**config.mk**
```make
export PLATFORM = sky130hd
export DESIGN_NAME = mux3_sel_sequencer
export DESIGN_NICKNAME = d
export VERILOG_FILES = /design/src/rtl/mux3_sel_sequencer.sv
export SDC_FILE = /design/constraint.sdc
export NUM_CORES = 1
export LEC_CHECK = 0
export ABC_AREA = 0
export CAP_MARGIN = 25
export CORE_ASPECT_RATIO = 1.25
export CORE_UTILIZATION = 40
export CTS_CLUSTER_SIZE = 28
export DETAILED_ROUTE_END_ITERATION = 7
export PLACE_DENSITY = 0.76
export SYNTH_ARGS = -nofsm -noshare
export SYNTH_HDL_FRONTEND = slang
export SYNTH_SLANG_ARGS = --single-unit
```
**constraint.sdc**
```tcl
create_clock -name clk -period 2.2 [get_ports clk]
set_input_delay 0.22 -clock clk [delete_from_list [all_inputs] [get_ports clk]]
set_output_delay 0.22 -clock clk [all_outputs]
set_load 0.005 [all_outputs]
```
**src/rtl/mux3_sel_sequencer.sv**
```systemverilog
// Round-robin select generator for a 3:1 mux with per-channel dwell and channel masking.
// Optional MUX3_SEQ_HOLD_EN adds a `hold` input that freezes the dwell count in RUN.
module mux3_sel_sequencer #(
  parameter int DWELL_W = 8
) (
  input  logic               clk,
  input  logic               rst,
  input  logic               en,
  input  logic [2:0]         chan_mask,
  input  logic [DWELL_W-1:0] dwell,
`ifdef MUX3_SEQ_HOLD_EN
  input  logic               hold,
`endif
  output logic [1:0]         s,
  output logic               s_valid,
  output logic               switch_pulse
);

  typedef enum logic {IDLE, RUN} state_t;

  state_t             state_reg;
  logic [1:0]         s_reg;
  logic               s_valid_reg;
  logic               switch_reg;
  logic [DWELL_W-1:0] cnt_reg;
  logic [DWELL_W-1:0] d_reg;

  logic               hold_active;
  logic [DWELL_W-1:0] dwell_eff;
  logic [1:0]         next_chan;
  logic [1:0]         first_chan;

`ifdef MUX3_SEQ_HOLD_EN
  assign hold_active = hold;
`else
  assign hold_active = 1'b0;
`endif

  // A dwell of zero behaves exactly like a dwell of one.
  assign dwell_eff = (dwell == '0) ? DWELL_W'(1) : dwell;

  function automatic logic [1:0] wrap_inc(input logic [1:0] c);
    return (c == 2'd2) ? 2'd0 : c + 2'd1;
  endfunction

  // Next enabled channel strictly after cur in 0->1->2->0 order; cur itself if it is the only one.
  function automatic logic [1:0] next_enabled(input logic [1:0] cur, input logic [2:0] mask);
    logic [1:0] c1;
    logic [1:0] c2;
    c1 = wrap_inc(cur);
    c2 = wrap_inc(c1);
    if (mask[c1])      return c1;
    else if (mask[c2]) return c2;
    else               return cur;
  endfunction

  assign next_chan  = next_enabled(s_reg, chan_mask);
  assign first_chan = chan_mask[0] ? 2'd0 : (chan_mask[1] ? 2'd1 : 2'd2);

  always_ff @(posedge clk) begin
    if (rst) begin
      state_reg   <= IDLE;
      s_reg       <= 2'd0;
      s_valid_reg <= 1'b0;
      switch_reg  <= 1'b0;
      cnt_reg     <= '0;
      d_reg       <= DWELL_W'(1);
    end else begin
      case (state_reg)
        IDLE: begin
          if (en && chan_mask != 3'b000) begin
            state_reg   <= RUN;
            s_reg       <= first_chan;
            s_valid_reg <= 1'b1;
            switch_reg  <= 1'b1;
            cnt_reg     <= '0;
            d_reg       <= dwell_eff;
          end else begin
            s_valid_reg <= 1'b0;
            switch_reg  <= 1'b0;
          end
        end
        RUN: begin
          if (!en || chan_mask == 3'b000) begin
            state_reg   <= IDLE;
            s_valid_reg <= 1'b0;
            switch_reg  <= 1'b0;
          end else if (hold_active) begin
            // Everything, including re-selection after a mask change, waits for hold to drop.
            switch_reg <= 1'b0;
          end else if (!chan_mask[s_reg]) begin
            s_reg      <= next_chan;
            switch_reg <= 1'b1;
            cnt_reg    <= '0;
            d_reg      <= dwell_eff;
          end else if (cnt_reg == d_reg - DWELL_W'(1)) begin
            s_reg      <= next_chan;
            switch_reg <= (next_chan != s_reg);
            cnt_reg    <= '0;
            d_reg      <= dwell_eff;
          end else begin
            cnt_reg    <= cnt_reg + DWELL_W'(1);
            switch_reg <= 1'b0;
          end
        end
        default: begin
          state_reg   <= IDLE;
          s_valid_reg <= 1'b0;
          switch_reg  <= 1'b0;
        end
      endcase
    end
  end

  assign s            = s_reg;
  assign s_valid      = s_valid_reg;
  assign switch_pulse = switch_reg;

endmodule

```
Word level (Yosys, flattened, before mapping)
Index checks and enable logic that the tools add are counted.
{ "op_classes": {"n_addsub": 4, "n_bitwise": 1, "reduce_logical": 8, "eq_ne": 8, "order_cmp": 3, "mux": 37} }
{ "ops": {"columns": ["op", "n"], "rows": [
  ["$mux W8", 9],
  ["$pmux W8 S2", 2],
  ["$mux W2", 10],
  ["$lt A2 B3 Y1 const B", 3],
  ["$mux W1", 9],
  ["$add A8 B1 Y8 const B", 1],
  ["$eq A8 B8 Y1", 1],
  ["$logic_not A8 Y1", 1],
  ["$sub A8 B1 Y8 const B", 1],
  ["$bmux W1 S2", 3],
  ["$pmux W1 S2", 3],
  ["$add A2 B1 Y2 const B", 2],
  ["$eq A2 B2 Y1 const B", 2],
  ["$ne A2 B2 Y1 const B", 2],
  ["$pmux W2 S2", 1],
  ["$logic_not A3 Y1", 1],
  ["$ne A3 B2 Y1 const B", 1],
  ["$reduce_and A3 Y1", 1],
  ["$reduce_bool A3 Y1", 1],
  ["$ne A2 B1 Y1 const B", 1],
  ["$ne A2 B2 Y1", 1],
  ["$reduce_and A2 Y1", 1],
  ["$logic_and A1 B1 Y1", 1],
  ["$logic_not A1 Y1", 1],
  ["2 further kinds", 2]
]} }
{ "totals": {"word_cells": 67, "reg_bits": 21, "in_bits": 14, "output_inout_bits": 4} }

Longest topological paths before layout
{ "logic_depth": {"word_depth": 13, "depth_mapped": 9, "depth_no_buf": 8} }

Worst setup path after synthesis
No wires, ideal clock.
{ "synth_path": {"path_kind": "register -> register", "start": "reg d_reg[0]", "end": "reg cnt_reg[0]", "setup_time_ns": 0.146, "n_path_buf": 0, "period_less_slack_ns": 2.069, "t_required_ns": 2.054, "setup_slack_ns": 0.131, "path_stages_with_launch": 9, "t_arrival_ns": 1.924, "path_cell_list": "dfxtp_1 inv_1 ha_1 xor2_1 xnor2_1 a32o_1 a31oi_1 o31ai_1 nor2_1"} }
{ "synth_between": {"elab_chain_cells": 6} }
{ "synth_rtl": {"columns": ["item", "line", "rtl"], "rows": [
  ["start: declaration", "26", "logic [DWELL_W-1:0] d_reg;"],
  ["start signal: assignment", "77", "d_reg <= dwell_eff;"],
  ["start signal: assignment", "95", "d_reg <= dwell_eff;"],
  ["start signal: assignment", "100", "d_reg <= dwell_eff;"],
  ["$sub A8 B1 Y8", "96", "end else if (cnt_reg == d_reg - DWELL_W'(1)) begin"],
  ["$eq A8 B8 Y1", "96", null],
  ["$mux W8", "96", null],
  ["$mux W8", "91", "end else if (!chan_mask[s_reg]) begin"],
  ["$mux W8", "84", "if (!en || chan_mask == 3'b000) begin"],
  ["$pmux W8 S2", "69", "case (state_reg)"],
  ["end signal: assignment", "102", "cnt_reg <= cnt_reg + DWELL_W'(1);"],
  ["end: declaration", "25", "logic [DWELL_W-1:0] cnt_reg;"]
]} }
No other way between the ends. The select of a mux whose other input is x is not followed.
A chain may end at the register's enable or synchronous reset.

Worst setup path in the final report
{ "layout_path": {"start": "reg d_reg[1]", "end": "reg d_reg[1]"} }
{ "layout_between": {"elab_chain_cells": 4} }
{ "layout_rtl": {"columns": ["item", "line"], "rows": [
  ["$sub A8 B1 Y8", "96"],
  ["$eq A8 B8 Y1", "96"],
  ["$ne A3 B2 Y1 (no line)", null],
  ["$reduce_and A3 Y1 (no line)", null]
]} }
No other way between the ends.

==> results.md <==
- Top-area cell type share of the netlist area: between 30% and 40%
- Syn-to-layout area delta: 37.31%
- Crit path buf inv count: 2
- CP Launch Type: register
- Most used cell, CP: buf_4
- Final setup fails: 4
- Max Root-Sink Buffers: 2
- Post-route cell area: approximately 0.0016 mm^2
- Drt initial violations: 15
- Peak supply drop: roughly 0.00030 V
- RePlAce Congestion: a little over 0.8
- Post-DRT Antenna Nets: 0
- Multiplexer area fraction after synthesis: roughly 1.8%
- Wirelength per Cell: ~14 um
- Tcrit/Tclk final: 100.6%
- Largest net degree at the start of global routing: 13
- Hold crit path type: register to register
- Clock transition at the registers of the reported paths: 0.12 ns
- CTS tree: built
- Syn Area/Cell: slightly above 9 um^2
- Final Skew: about 0.0019 ns
- Adder-cell area share of the yosys netlist: 2.169%
- Hold Violations, Final: 0
- Commonest non-fill, non-tap cell in the layout: dfxtp_1
- Status: finished, violations left
- Netlist cell types: about 40
- Effective utilization at floorplan: ~43%
- Fin worst setup slack: -0.01325 ns
- DP Worst Slack: -0.2166 ns
- Port bufs: 17
- Diode count: 0
- Crit-path max FO: 5
- Failing checks: setup timing
- Internal reg-to-reg setup slack: -0.01 ns
- WHS Path Cells: 1
- Mapped Nets: ~140
- Critical Path RT: ~2.4 ns
- Vias in the first global route: between 900 and 1000
- Worst-Skew Late Latency: ~0.29 ns
- CP Capture Type: register
- Lkg Pwr: roughly 0.62 nW
- Crit Reg-Reg Startpoint: d_reg[1]$_SDFFE_PP0P_
- Top FF cell, synth: dfxtp_1
- Simple logic cell fraction of the synthesized area: about a fifth
- Post-DP Area: 0.001423 mm^2
- PwrDens: 521.0 mW/mm^2
- Routing usage on met3: under 10%
- Clock sinks: 21
- Worst r2r dst: d_reg[1]$_SDFFE_PP0P_
- Worst rel slew slack: between 60% and 70%
- WHS: 0.4910 ns
- Share of cells above drive strength 1: between 20% and 30%
- Placed cells: approximately 190
- Max stage delay on crit path: about 0.55 ns
- Crit path cell chain: or4_4 > o221ai_2 > nand2_1 > a311oi_2 > buf_4 > nor4_4 > buf_4 > a22o_2
- Htree depth: 1
- Via count: approximately 1100
- Total die area: approximately 0.0031 mm^2
- Peak Freq: ~0.45 GHz
- Part of the power in combinational logic: a little over a quarter
- Clk pwr share: 22.0%
- Horiz. Die Dim: 50.04 um
- Largest family of logic cells by synthesized area: compound AO/OA/AOI/OAI gates
- Grt met1 use: between 20% and 30%
- Commonest non-fill, non-tap cells in the layout: dfxtp_1, clkdlybuf4s50_1, nor2_1, buf_4
- Net count, final: 178
- Number of flops mapped to enable cells by yosys: 0
- Vias/cell: between 5 and 6
- Syn Inst Count: ~130
- Clk root buf: clkbuf_4
- Yosys top cell by area: dfxtp_1
- Hpwl dp: around 2000 um
- Max Cap Viol: 0
- Initial antenna violation count: 0
- Switching pwr: ~0.24 mW
- Crit path max-delay family: compound AO/OA/AOI/OAI gates
- Register area share after synthesis: 36.44%
- Area contributors post-synth: dfxtp_1, a22o_2, xor2_1
- Hold path endpoint: s_valid$_SDFFE_PP0N_
- Fin crit period: 2.213 ns
- Overflow after GRT: 0
- Chip Height: 62.04 um
- Global Route Usage Sum: ~18%
- Hold path startpoint: s_valid$_SDFFE_PP0N_
- Final Max Tran Viols: 0
- Unrepaired setup endpoints after global routing: yes
- Synth Area in Compound Gates: between 20% and 30%
- Xor/xnor share of the synthesized area: around an eighth
- Worst-Margin Slew: 0.4717 ns
- Fill cells: between 200 and 250
- CTS Buf Count: 3
- DRC: 0
- Final core occ: between 50 and 60%
- P_int: 0.5901 mW
- Crit path kind: register to register
- Yosys reg bits: 21
- FP Rows: 21
- CORE AREA: roughly 0.0027 mm^2
- Met2 usage: 34.67%
- First-pass GRT wire length: 4271 um
- # IOs: 18
- CP max-delay cell: or4_4
- Final non-filler cell total: about 200
- Worst r2r path cells: 8
- Total routed wirelength: 2702 um
- Most crowded layer after global routing: met2
- Switching part of the total power: 28.50%
- DRT Pass-1 Iters: 4
- Part of the power in registers: between 50 and 60%
- Mapped Area: roughly 0.0012 mm^2
- Asr flop ratio synth: 0%
- Post-CTS Hold Fix Bufs: 0
- Syn. warnings: 0
- CP Data Arrival Time: around 2.4 ns
## power groups by stage
stage          Sequential, mW  Combinational, mW  Clock [mW]
4_1_cts                 0.422              0.194       0.189
3_3_place_gp            0.430              0.178           0
2_1_floorplan           0.427              0.109           0
5_1_grt                 0.427              0.238       0.203
6_report                0.424              0.220       0.182
3_5_place_dp            0.431              0.181           0
## worst register-to-register path, cell delays in order (launching register included)
cell and delay, ns:
dfxtp_4 0.38, or4_4 0.55, o221ai_2 0.19, nand2_1 0.09
a311oi_2 0.33, buf_4 0.19, nor4_4 0.04, buf_4 0.16
a22o_2 0.20
## final cells by class
| type | count | area [um^2] | share of cell area (%) |
|---|---|---|---|
| multi-input cells | 97 | 772.0 | 48.74 |
| clock buffers | 3 | 22.52 | 1.422 |
| repair buffers | 33 | 294.0 | 18.56 |
| well taps | 34 | 42.54 | 2.686 |
| flip-flops and latches | 21 | 425.4 | 26.86 |
| clock inverters | 1 | 5.005 | 0.3160 |
| inverters | 6 | 22.52 | 1.422 |
## through the flow
step | setup TNS (ns) | power [mW]
finish | -0.03402 | 0.8253
detailed placement | -3.033 | 0.6123
CTS | 0 | 0.8060
global route | -0.6256 | 0.8684
global placement | -0.7614 | 0.6080
floorplan | 0 | 0.5361
## Yosys cell counts (3+ instances only)
master and n:
nand2_1 8, nand4_1 3, xnor2_1 7, a21oi_1 5, nor2_1 15, o21ai_0 3
inv_1 6, nor3_1 5, a22o_2 8, dfxtp_1 21, xor2_1 9
## routing by layer
| layer | share of wire, % | wire length, um |
|---|---|---|
| met5 | 0 | 0 |
| met4 | 1.2 | 32 |
| met3 | 3.1 | 83 |
| met2 | 56 | 1508 |
| met1 | 40 | 1078 |
## kinds of logic after synthesis
logic type / after synthesis
xor+xnor: 16
flops: 21
simple gates: 43
buf+inv: 9
fa+ha+maj: 2
compound gates: 34
mux: 2
## worst max path at each step
stage                               start                       to  slack (ns)  cells after the start
global route        d_reg[1]$_SDFFE_PP0P_    d_reg[3]$_SDFFE_PP0P_       -0.09                      8
CTS                 d_reg[0]$_SDFFE_PP1P_  switch_pulse$_SDFF_PP0_        0.04                     10
detailed placement           chan_mask[2]  cnt_reg[5]$_SDFFE_PP0P_       -0.22                      6
finish              d_reg[1]$_SDFFE_PP0P_    d_reg[1]$_SDFFE_PP0P_       -0.01                      8
floorplan           d_reg[0]$_SDFFE_PP1P_  cnt_reg[0]$_SDFFE_PP0P_        0.13                      8
global placement             chan_mask[0]  cnt_reg[0]$_SDFFE_PP0P_       -0.06                      6
## timing repair
| item | 4_1_cts | 5_1_grt |
|---|---|---|
| buffers inserted | 4 | 2 |
| endpoints found under the setup margin | 18 | 13 |
| pin swaps | 2 | 8 |
| resized for setup | 3 | 13 |
Power figures use the tool's default switching activity.
